`src/rtl/demux1b2_fifo.sv`:
```
// demux1b2_fifo: ctrl-steered 1:2 demux into two 2-entry valid/ready FIFOs; DEMUX1B2_COUNT_EN enables per-channel pop counters
module demux1b2_fifo #(
  parameter int WIDTH = 16,
  parameter int CNT_W = 8
) (
  input  logic             clk,
  input  logic             reset,
  input  logic             ctrl,
  input  logic [WIDTH-1:0] data_in,
  input  logic             in_valid,
  output logic             in_ready,
  output logic [WIDTH-1:0] data_A,
  output logic [WIDTH-1:0] data_B,
  output logic             valid_A,
  output logic             valid_B,
  input  logic             ready_A,
  input  logic             ready_B,
  output logic [CNT_W-1:0] count_A,
  output logic [CNT_W-1:0] count_B
);
  logic [WIDTH-1:0] mem_a [2];
  logic [WIDTH-1:0] mem_b [2];
  logic wp_a, rp_a, wp_b, rp_b;
  logic [1:0] occ_a, occ_b;
  logic push_a, push_b, pop_a, pop_b;
  // in_ready depends only on occupancy, never on consumer ready
  assign in_ready = ctrl ? (occ_b != 2'd2) : (occ_a != 2'd2);
  assign push_a = in_valid && in_ready && !ctrl;
  assign push_b = in_valid && in_ready && ctrl;
  assign valid_A = occ_a != 2'd0;
  assign valid_B = occ_b != 2'd0;
  assign pop_a = valid_A && ready_A;
  assign pop_b = valid_B && ready_B;
  assign data_A = mem_a[rp_a];
  assign data_B = mem_b[rp_b];
  always_ff @(posedge clk) begin
    if (reset) begin
      mem_a[0] <= '0;
      mem_a[1] <= '0;
      mem_b[0] <= '0;
      mem_b[1] <= '0;
      wp_a <= 1'b0;
      rp_a <= 1'b0;
      wp_b <= 1'b0;
      rp_b <= 1'b0;
      occ_a <= 2'd0;
      occ_b <= 2'd0;
    end else begin
      if (push_a) mem_a[wp_a] <= data_in;
      if (push_b) mem_b[wp_b] <= data_in;
      wp_a <= wp_a ^ push_a;
      wp_b <= wp_b ^ push_b;
      rp_a <= rp_a ^ pop_a;
      rp_b <= rp_b ^ pop_b;
      occ_a <= occ_a + {1'b0, push_a} - {1'b0, pop_a};
      occ_b <= occ_b + {1'b0, push_b} - {1'b0, pop_b};
    end
  end
`ifdef DEMUX1B2_COUNT_EN
  always_ff @(posedge clk) begin
    if (reset) begin
      count_A <= '0;
      count_B <= '0;
    end else begin
      count_A <= count_A + CNT_W'(pop_a);
      count_B <= count_B + CNT_W'(pop_b);
    end
  end
`else
  assign count_A = '0;
  assign count_B = '0;
`endif
endmodule

```
`config.mk`:
```
export PLATFORM = sky130hd
export DESIGN_NAME = demux1b2_fifo
export DESIGN_NICKNAME = d
export VERILOG_FILES = /design/src/rtl/demux1b2_fifo.sv
export SDC_FILE = /design/constraint.sdc
export NUM_CORES = 1
export LEC_CHECK = 0
export CAP_MARGIN = 20
export CORE_ASPECT_RATIO = 0.6
export CORE_MARGIN = 3
export CORE_UTILIZATION = 55
export DETAILED_ROUTE_END_ITERATION = 8
export PLACE_DENSITY = 0.85
export SYNTH_ARGS = -nofsm -noshare
export SYNTH_HDL_FRONTEND = slang
export SYNTH_SLANG_ARGS = --single-unit
```
`constraint.sdc`:
```
create_clock -name clk -period 5.48 [get_ports clk]
set_input_delay 0.548 -clock clk [delete_from_list [all_inputs] [get_ports clk]]
set_output_delay 0.548 -clock clk [all_outputs]
set_load 0.005 [all_outputs]
```
==> impl_metrics.toml <==
[timing]
slew_headroom = 0.347
rsz0062_at_grt = "false"
hold_viol_final = 0
worstMarginPinSlew_ns = 0.979
report.final.setup_viol = 0
final.setup_skew_ns = 0.0106
fmax_mhz = 347
hold-worst-slack_ns = 0.539
finalCritPeriodShare = 0.526
min_period_ns = 2.88
setup_tns_ns = 0
maxSlewViolCount = 0

[finish]
fin_cells = 379
fin_util = 0.709
antennaDiodeCount = 0
synthToLayoutAreaGrowth_pct = 20.3
nets = 320
drive_gt1_frac = 0.197
fin_area_um2 = 4100
fillCellCount = 406

[clocking]
holdBufCountCts = 0
ctsHtreeMaxLevel = 3
clock_latency_ns = 0.35
clk_pin_slew_worst_paths_ns = 0.08
clk_path_buf_depth = 2
cts_buffers = 9
post-cts-setup-buffer-count = 0
root_buffer = "clkbuf_8"
cts.sinks = 72
cts_resized = 0
cts_tree = "built"

[routing]
wire_per_inst_um = 17.2
detail-route-antenna-nets = 0
dr.pass1.iters = 4
vias = 2037
drc = 0
first_iter_violations = 105
wl_mm = 6.53
vias_per_cell = 5.37

[setup_path]
critPathLaunchType = "input pin"
ff2ff_path_depth = 5
cp-end-kind = "flop"
worstPathArrival_ns = 2.93
r2r_setup_slack_ns = 2.80
required_ns = 5.53
worstSetupPathType = "in2reg"
r2r_start = "occ_a[0]"
crit_fanout = 34
r2r_end = "mem_a[0][10]"

[power]
p_per_area_nw_per_um2 = 396
peakVddDrop_mv = 0.169
p_leak_nw = 1.80

[floorplanning]
core_area_um2 = 5780
num_io_pins = 73
start_util = 0.590
die_y_um = 67.0
die-area_um2 = 7210
rows = 21
die_w_um = 108

[synth]
yosysWarningCount = 0
synthTopCellsByArea = "edfxtp_1, and3_1, mux2_2"
synth_flop_cell = "edfxtp_1"
netlist_area_um2 = 3410
ys_seq_area_frac = 0.611
yosys.area.top_type = "edfxtp_1"
synth_most_common_cell = "edfxtp_1"
synthArstFlopShare = 0
yosysTopAreaCellShare = 0.564
synthTopCellsByCount = "edfxtp_1, and3_1, mux2_2, buf_4"
syn_inst = 243
synth-edff-count = 64
ys_ff_latch = 72
avgSynthCellArea_um2 = 14.0
ys_types = 27

[hold_path]
hold_depth = 2
hold_end = "occ_a[1]"
min-delay-start = "occ_a[1]"
hp-class = "reg2reg"

[grt]
grt_start_max_net_pins = 35
overflow = 0
antenna_found_initial = 0
grt_pass1_wl_mm = 10.1
grt_pass1_vias = 1956
grt_usage = 0.199

[run_status]
status = "finished clean"

[placed_design]
dp_cells = 363
placed_area_um2 = 3890
hpwlAfterDp_mm = 4.30
port_buffers = 56
gp_congestion = 0.753

[run]
cap_viol_max_count = 0
## cells by family (layout without fill, tap and decap cells)
logic type,count (synthesis),in the layout,synth area share
AO/OA/AOI/OAI,6,6,0.0132
XOR/XNOR,4,4,0.0103
adder cells (fa/ha/maj),4,4,0.0147
buffers and inverters,37,78,0.0804
flip-flops,72,72,0.611
multiplexers,35,35,0.118
other,1,16,0.00110
AND/OR/NAND/NOR,84,84,0.152
## per-stage QoR
step	worst slack [ns]	power [mW]
5_1_grt	2.41	1.71
2_1_floorplan	3.38	0.993
4_1_cts	2.64	1.64
3_5_place_dp	2.28	1.19
3_3_place_gp	2.38	1.18
6_report	2.60	1.62
## routing by layer
layer  part of all wire  up-vias  global-route usage
met5                  0        -                   0
met4                  0        0              0.0724
met3              0.092        0              0.0803
met2               0.45       89               0.287
met1               0.45      982               0.270
li1                   -      966                   -
## how the worst max path moves through the flow
stage | slack [ns] | cells past startpoint | from | end
floorplan | 3.38 | 4 | ctrl | mem_a[0][0]
global placement | 2.38 | 5 | ctrl | mem_a[0][10]
detailed placement | 2.28 | 5 | ctrl | mem_a[0][10]
CTS | 2.64 | 5 | ctrl | mem_a[0][14]
global route | 2.41 | 5 | ctrl | mem_a[0][14]
finish | 2.60 | 5 | ctrl | mem_a[0][10]
## state kept, by name, indices dropped and copies added, names as in the netlist
register and cells:
mem_a 32, mem_b 32, occ_a 2, occ_b 2, rp_a 1, rp_b 1
wp_a 1, wp_b 1
## critical path, cell delays in order
cell and delay [ns]:
clkdlybuf4s50_1 0.44, and3b_1 0.88, inv_4 0.06, o21bai_1 0.69, buf_4 0.31
## cell usage in the layout (no fill, tap or decap), types with 3 or more instances in the layout
cell,count
conb_1,16
ha_1,4
clkbuf_8,9
nor2_1,6
mux2_2,33
clkdlybuf4s50_1,56
dfxtp_1,8
and3_2,3
edfxtp_1,64
and3_1,62
## power breakdown
| part | internal [mW] | switching [mW] |
|---|---|---|
| logic | 0.282 | 0.163 |
| clock network | 0.255 | 0.190 |
| registers | 0.669 | 0.0636 |
## final cells by class
cell class,instances,area [um2],share of cell area
clock inverters,6,85.1,0.0208
repair buffers,58,576,0.140
flip-flops and latches,72,2080,0.508
well taps,80,100,0.0244
clock buffers,10,128,0.0311
multi-input cells,149,1110,0.270
inverters,4,20.0,0.00488
No activity file was read; power rests on OpenSTA's default activity.
